--- src/rtl/ctrl_pkg.sv ---
// ----------------------------------------------------------------------------
// ctrl : shared types and constants for the upsampler controller.
//   PC_WIDTH    : default program counter / instruction memory address width.
//   iseqState_e : instruction sequencer states.
//   iseqErr_s   : sticky sequencer error bits, MSB first
//                 {timeout, prog_overrun, start_overrun}.
// ----------------------------------------------------------------------------
package ctrl;

   localparam int PC_WIDTH = 6;

   typedef enum logic [2:0] {
      IDLE,
      READ,
      LOAD,
      EXEC,
      NEXT
   } iseqState_e;

   typedef struct packed {
      logic timeout;
      logic prog_overrun;
      logic start_overrun;
   } iseqErr_s;

endpackage

--- src/rtl/ctrl_wdog.sv ---
// ----------------------------------------------------------------------------
// ctrl_wdog : loadable down-counter with an expiry flag, used as the EXEC
// watchdog of ctrl_iseq. Compiled only when CTRL_ISEQ_WDOG_EN is defined, so
// the default build carries no unreferenced module.
// Ports:
//   clk      in   clock
//   rst      in   synchronous reset, active-low (count <= 0)
//   load     in   load load_val (has priority over en)
//   en       in   decrement while nonzero
//   load_val in   CNT_W  reload value
//   expired  out  count has reached zero
// ----------------------------------------------------------------------------
`ifdef CTRL_ISEQ_WDOG_EN
module ctrl_wdog #(
   parameter int CNT_W = 8
) (
   input  logic             clk,
   input  logic             rst,
   input  logic             load,
   input  logic             en,
   input  logic [CNT_W-1:0] load_val,
   output logic             expired
);

   logic [CNT_W-1:0] count;

   always_ff @(posedge clk) begin
      if (!rst) begin
         count <= '0;
      end else if (load) begin
         count <= load_val;
      end else if (en && (count != '0)) begin
         count <= count - CNT_W'(1);
      end
   end

   assign expired = (count == '0);

endmodule
`endif

--- src/rtl/ctrl_iseq.sv ---
// ----------------------------------------------------------------------------
// ctrl_iseq : instruction sequencer of the upsampler controller.
// Walks the allocation program once per input sample: READ (memory read),
// LOAD (instruction register capture), EXEC (datapath running), NEXT (branch on
// the fetched lstg_f / upse_f flags). Every output comes straight from a flop.
//
// Optional feature: define CTRL_ISEQ_WDOG_EN to add an EXEC watchdog that
// abandons an instruction after WDOG_CYCLES cycles without mac_done and sets
// err[2]. Without it err[2] stays 0 and EXEC waits indefinitely.
//
// Ports:
//   clk         in   clock
//   rst         in   synchronous reset, active-low
//   start       in   new input sample (one-cycle pulse)
//   mac_done    in   datapath finished the current vector
//   lstg_f      in   last-stage flag from the instruction register
//   upse_f      in   last-upsampler-vector flag from the instruction register
//   imem_addr   out  PCWIDTH instruction memory address (= pc)
//   imem_rd     out  instruction memory read enable
//   fetch       out  instruction register capture strobe
//   exec_go     out  one-cycle datapath start
//   out_strobe  out  one output sample complete
//   sample_done out  program pass finished
//   busy        out  sequencer not idle
//   err         out  3 sticky errors {timeout, prog_overrun, start_overrun}
// ----------------------------------------------------------------------------
module ctrl_iseq
   import ctrl::*;
#(
   parameter int PCWIDTH     = ctrl::PC_WIDTH,
   parameter int PROG_LEN    = 64,
   parameter int WDOG_CYCLES = 255
) (
   input  logic               clk,
   input  logic               rst,
   input  logic               start,
   input  logic               mac_done,
   input  logic               lstg_f,
   input  logic               upse_f,
   output logic [PCWIDTH-1:0] imem_addr,
   output logic               imem_rd,
   output logic               fetch,
   output logic               exec_go,
   output logic               out_strobe,
   output logic               sample_done,
   output logic               busy,
   output logic [2:0]         err
);

   if ((PROG_LEN < 1) || (PROG_LEN > (1 << PCWIDTH)) || (WDOG_CYCLES < 1)) begin : g_bad_cfg
      $error("ctrl_iseq: PROG_LEN or WDOG_CYCLES out of range");
   end

   localparam logic [PCWIDTH-1:0] PC_LAST = PCWIDTH'(PROG_LEN - 1);

   iseqState_e         state, state_nxt;
   logic [PCWIDTH-1:0] pc, pc_nxt;
   iseqErr_s           err_q, err_nxt;
   logic               out_nxt, done_nxt;
   logic               wdog_exp;

`ifdef CTRL_ISEQ_WDOG_EN
   localparam int               WDOG_W    = $clog2(WDOG_CYCLES + 1);
   localparam logic [WDOG_W-1:0] WDOG_LOAD = WDOG_W'(WDOG_CYCLES - 1);

   // Held at WDOG_CYCLES-1 outside EXEC, counts down inside it; reaching zero
   // in the WDOG_CYCLES-th EXEC cycle means the datapath never answered.
   ctrl_wdog #(
      .CNT_W(WDOG_W)
   ) u_wdog (
      .clk     (clk),
      .rst     (rst),
      .load    (state != EXEC),
      .en      (state == EXEC),
      .load_val(WDOG_LOAD),
      .expired (wdog_exp)
   );
`else
   assign wdog_exp = 1'b0;
`endif

   always_comb begin
      state_nxt = state;
      pc_nxt    = pc;
      err_nxt   = err_q;
      out_nxt   = 1'b0;
      done_nxt  = 1'b0;

      // A start that arrives while not idle (NEXT included) is dropped.
      if (start && (state != IDLE)) begin
         err_nxt.start_overrun = 1'b1;
      end

      case (state)
         IDLE: begin
            if (start) begin
               state_nxt = READ;
            end
         end
         READ: state_nxt = LOAD;
         LOAD: state_nxt = EXEC;
         EXEC: begin
            // exec_go is high exactly in the first EXEC cycle, where mac_done
            // still belongs to the previous vector and is ignored.
            if (mac_done && !exec_go) begin
               state_nxt = NEXT;
            end else if (wdog_exp) begin
               state_nxt       = IDLE;
               pc_nxt          = '0;
               err_nxt.timeout = 1'b1;
            end
         end
         NEXT: begin
            out_nxt = upse_f;
            if (lstg_f) begin
               pc_nxt    = '0;
               done_nxt  = 1'b1;
               state_nxt = IDLE;
            end else if (pc == PC_LAST) begin
               pc_nxt               = '0;
               err_nxt.prog_overrun = 1'b1;
               state_nxt            = IDLE;
            end else begin
               pc_nxt    = pc + PCWIDTH'(1);
               state_nxt = READ;
            end
         end
         default: begin
            state_nxt = IDLE;
            pc_nxt    = '0;
         end
      endcase

`ifndef CTRL_ISEQ_WDOG_EN
      err_nxt.timeout = 1'b0;
`endif
   end

   always_ff @(posedge clk) begin
      if (!rst) begin
         state       <= IDLE;
         pc          <= '0;
         err_q       <= '0;
         imem_rd     <= 1'b0;
         fetch       <= 1'b0;
         exec_go     <= 1'b0;
         out_strobe  <= 1'b0;
         sample_done <= 1'b0;
         busy        <= 1'b0;
      end else begin
         state       <= state_nxt;
         pc          <= pc_nxt;
         err_q       <= err_nxt;
         imem_rd     <= (state_nxt == READ);
         fetch       <= (state_nxt == LOAD);
         exec_go     <= (state_nxt == EXEC) && (state != EXEC);
         out_strobe  <= out_nxt;
         sample_done <= done_nxt;
         busy        <= (state_nxt != IDLE);
      end
   end

   assign imem_addr = pc;
   assign err       = err_q;

endmodule

--- config.mk ---
export PLATFORM = sky130hd
export DESIGN_NAME = ctrl_iseq
export DESIGN_NICKNAME = d
export VERILOG_FILES = /design/src/rtl/ctrl_pkg.sv /design/src/rtl/ctrl_wdog.sv /design/src/rtl/ctrl_iseq.sv
export SDC_FILE = /design/constraint.sdc
export NUM_CORES = 1
export LEC_CHECK = 0
export CAP_MARGIN = 40
export CORE_MARGIN = 3
export CORE_UTILIZATION = 45
export CTS_CLUSTER_DIAMETER = 150
export DETAILED_ROUTE_END_ITERATION = 6
export DONT_BUFFER_PORTS = 1
export PLACE_DENSITY = 0.57
export SLEW_MARGIN = 20
export SYNTH_ARGS = -nofsm -noshare
export SYNTH_HDL_FRONTEND = slang
export SYNTH_SLANG_ARGS = --single-unit
--- constraint.sdc ---
create_clock -name clk -period 1.96 [get_ports clk]
set_clock_uncertainty 0.2 [all_clocks]
set_input_delay 0.196 -clock clk [delete_from_list [all_inputs] [get_ports clk]]
set_output_delay 0.196 -clock clk [all_outputs]
set_load 0.01 [all_outputs]
==> results.md <==
- The die outline height is around 46 um.
- The biggest cell delay along the critical path is 0.53 ns.
- After routing the design area is slightly below 900 um2.
- The number of maximum-capacitance violations is 0.
- At the worst endpoint, the required time is ~2.0 ns.
- The worst-case setup margin in the final layout is ~0.16 ns.
- The number of hold-repair buffers added at the cts stage is 4.
- The startpoint of the worst hold path is lstg_f.
- For this run, the total global-route usage over all layers was measured as 0.172.
- By count the netlist is led by sky130_fd_sc_hd__dfxtp_1, sky130_fd_sc_hd__a21oi_1, sky130_fd_sc_hd__nand2_1.
- The HPWL reported at the end of detailed placement is ~1.2 mm.
- The launch instance of the worst register-to-register path is state[0].
- In this run the tool buffered the top-level ports with 0 buffer cells.
- The detail route stage leaves a number of antenna-violating nets equal to 0.
- The count of cells along the worst hold path is 3.
- The signed area change from the synthesized netlist to the final layout is 17.3%.
- The portion of synthesized cell area occupied by the leading cell type is 0.462.
- Of the available clock period, the critical path in the final layout requires 0.918.
- For this run, the share of the core covered by cells in the final layout is 0.611.
- The number of top-level pins is 21.
- The worst register-to-register path ends at imem_addr[5].
- Synthesis produced a netlist with a net count of between 80 and 90.
- The number of distinct library cell variants in the gate-level netlist after synthesis is 36.
- The proportion of layout cells with a drive suffix above 1 is 0.172.
- Summed over all failing endpoints, the final setup total negative slack is 0 ns.
- The minimum clock period is around 1.8 ns.
- The count of final max-slew check failures is 0.
- The path type of the worst min-delay path is in -> reg.
- The later-pin clock latency in the skew report is between 0.2 and 0.3 ns.
- The synthesis-stage register bit count is 17.
- At the worst endpoint, the arrival time is about 1.8 ns.
- The average wire length per cell after detail routing is about 15 um.
- Dividing total power by cell area gives a power density of ~700 nW/um2.
- The number of failing setup endpoints in the final timing report is 0.
- The first global-routing pass estimated around 2.7 mm of wire.
- After floorplanning, the core was sized to cover between 1000 and 1500 um2.
- The total chip power is 0.000618 W.
- Traced cell by cell, the critical path runs through or4b_4 -> or4_1 -> a31oi_1.
- The flow ran to the end, and the final reports show no timing, DRC or antenna violations.
- The die covers about 2200 um2.
- The worst hold path terminates at imem_addr[2].
- The clock-pin slew of the registers on the worst-case setup and hold paths is ~0.10 ns.
- The clock sink count is 17.
- The leakage dissipation is ~0.33 nW.
- In this run the deepest clock path goes through 2 buffers.
- Averaged over all synthesized cells, the footprint is 9.21 um2.
- The maximum number of pins on one net before global-route repair is 17.
- The number of levels in the clock H-tree is 1.
- The starting density of the core is 0.521.
- Counting flops with a built-in enable in the synthesized netlist gives 0.
- Of all flip-flops after synthesis, the portion carrying an async set or reset was 0.
- The final number of hold-violating endpoints is 0.
- Setup repair after global routing left no endpoint under its margin.
- The cell at the root of the clock tree is sky130_fd_sc_hd__clkbuf_4.
- The pre-CTS setup slack is slightly above 0.2 ns.
- The number of antenna violations at the first check in global routing is 0.
- STA classifies the critical path startpoint as a register.
- The final RePlAce weighted congestion is just under 0.8.
- The highest ir drop seen on vdd is about 0.00059 V.
- After clock tree synthesis, the repair step resized 0 gates.
- The total number of yosys warnings is 0.
- The number of cells on the worst reg-to-reg path is 3.
- The kind of end point of the critical path is a register.
- After synthesis, the cell types taking the most area are sky130_fd_sc_hd__dfxtp_1, sky130_fd_sc_hd__a21oi_1, sky130_fd_sc_hd__nand2_1.
- The starting DRC count in detailed routing is 18.
- The remaining design rule violation count is 0.
- For this run, the leading register cell type out of synthesis is sky130_fd_sc_hd__dfxtp_1.
- The register-to-register path setup slack is roughly 0.16 ns.
- For this block, the routed nets add up to ~1.6 mm of wire.
- The number of buffers created by CTS is 3.
- The leftover overflow at the end of global routing is 0.
- The path type of the worst setup path is reg -> reg.
- The most repeated cell in the gate-level netlist after synthesis is sky130_fd_sc_hd__dfxtp_1.
- The via count of the first global-routing pass is around 620.
- After the last flow step, the layout net total stands at 101.
- The total placed instance area is approximately 800 um2.
- TritonCTS built the clock tree.
- The post-synthesis sequential area ratio is 0.462.
- The post-synthesis cell area is approximately 740 um2.
- After technology mapping, the gate count stands at 80.
- The cell type contributing the most total cell area after synthesis is sky130_fd_sc_hd__dfxtp_1.
- The first detailed-routing pass took 4 iterations.
- The library cell contributing the largest single delay on the critical path is sky130_fd_sc_hd__or4b_4.
- Along the worst path, the maximum fanout reaches 3.
- The floorplan step set the die width to approximately 46 um.
- In this run the post-CTS setup repair buffer count came out at 0.
- The timing-limited maximum frequency is around 560 MHz.
- Dividing the detail-routed via count by the number of cells gives a little over 6.
- The final route contains about 650 vias.
- The final antenna diode count is 0.
- The number of placement rows is 13.
-- layer usage --
layer  part of all wire  track usage
met1               0.49        0.234
met2               0.44        0.261
met3              0.062       0.0586
met4             0.0068       0.0341
met5                  0            0
-- cell usage in the layout, fill, tap and decap left out, types with 2 or more instances in the layout --
master and instances:
sky130_fd_sc_hd__nor2_1 4, sky130_fd_sc_hd__nand2_1 6, sky130_fd_sc_hd__nor3_1 3, sky130_fd_sc_hd__a31oi_1 3, sky130_fd_sc_hd__and4_1 2, sky130_fd_sc_hd__o21ai_0 2, sky130_fd_sc_hd__clkbuf_4 3, sky130_fd_sc_hd__nor3b_1 3
sky130_fd_sc_hd__dfxtp_1 17, sky130_fd_sc_hd__dlygate4sd3_1 4, sky130_fd_sc_hd__buf_4 9, sky130_fd_sc_hd__nand2b_1 3, sky130_fd_sc_hd__nor2b_1 3, sky130_fd_sc_hd__nand3_1 2, sky130_fd_sc_hd__a21oi_1 6, sky130_fd_sc_hd__o211ai_1 2
-- state kept, by name, summed over array words and instances (netlist names) --
name / count
out_strobe: 1
err: 2
fetch: 1
exec_go: 1
sample_done: 1
imem_addr: 6
busy: 1
imem_rd: 1
state: 3
-- worst max-delay path: cells and delay by family (launching register included) --
kind,cells,cell delay [ns]
simple gates,2,1.05
compound gates,1,0.17
flops,1,0.32
-- final cells by class --
class                           instances  area, um2
Timing Repair Buffer                   13        108
Clock inverter                          1       5.00
Clock buffer                            3       22.5
Sequential cell                        17        340
Inverter                                1       3.75
Multi-Input combinational cell         58        367
Tap cell                               15       18.8
Fill cell                             128        551
-- worst max-delay path by stage --
| stage | depth (start not counted) | slack, ns | end | from |
|---|---|---|---|---|
| after floorplan | 4 | 0.15 | imem_addr[5] | state[1] |
| after global placement | 3 | 0.23 | imem_addr[5] | state[0] |
| after detailed placement | 3 | 0.20 | imem_addr[5] | state[0] |
| after CTS | 3 | 0.16 | imem_addr[5] | state[0] |
| after global routing | 3 | 0.11 | imem_addr[5] | state[0] |
| final | 3 | 0.16 | imem_addr[5] | state[0] |
-- cells by family after synthesis --
| logic type | after synthesis | synth area share |
|---|---|---|
| AOI/OAI and AO/OA | 21 | 0.183 |
| DFF | 17 | 0.462 |
| and+or+nand+nor | 35 | 0.292 |
| other | 1 | 0.00509 |
| buffers and inverters | 5 | 0.0407 |
| adders and majority gates | 1 | 0.0170 |
-- metrics by stage --
stage               hold slack (ns)  instances
floorplan                     0.137         80
global placement              0.119        100
detailed placement            0.124        100
CTS                          0.0318        108
global route                 0.0439        108
finish                       0.0415        108
-- power by group --
group	leakage (nW)	internal, W	total [W]	switching (W)
Combinational	0.175	0.0000302	0.0000650	0.0000347
Clock	0.0177	0.0000758	0.000181	0.000105
Sequential	0.138	0.000361	0.000372	0.0000117
No activity file was read; power rests on OpenSTA's default activity.
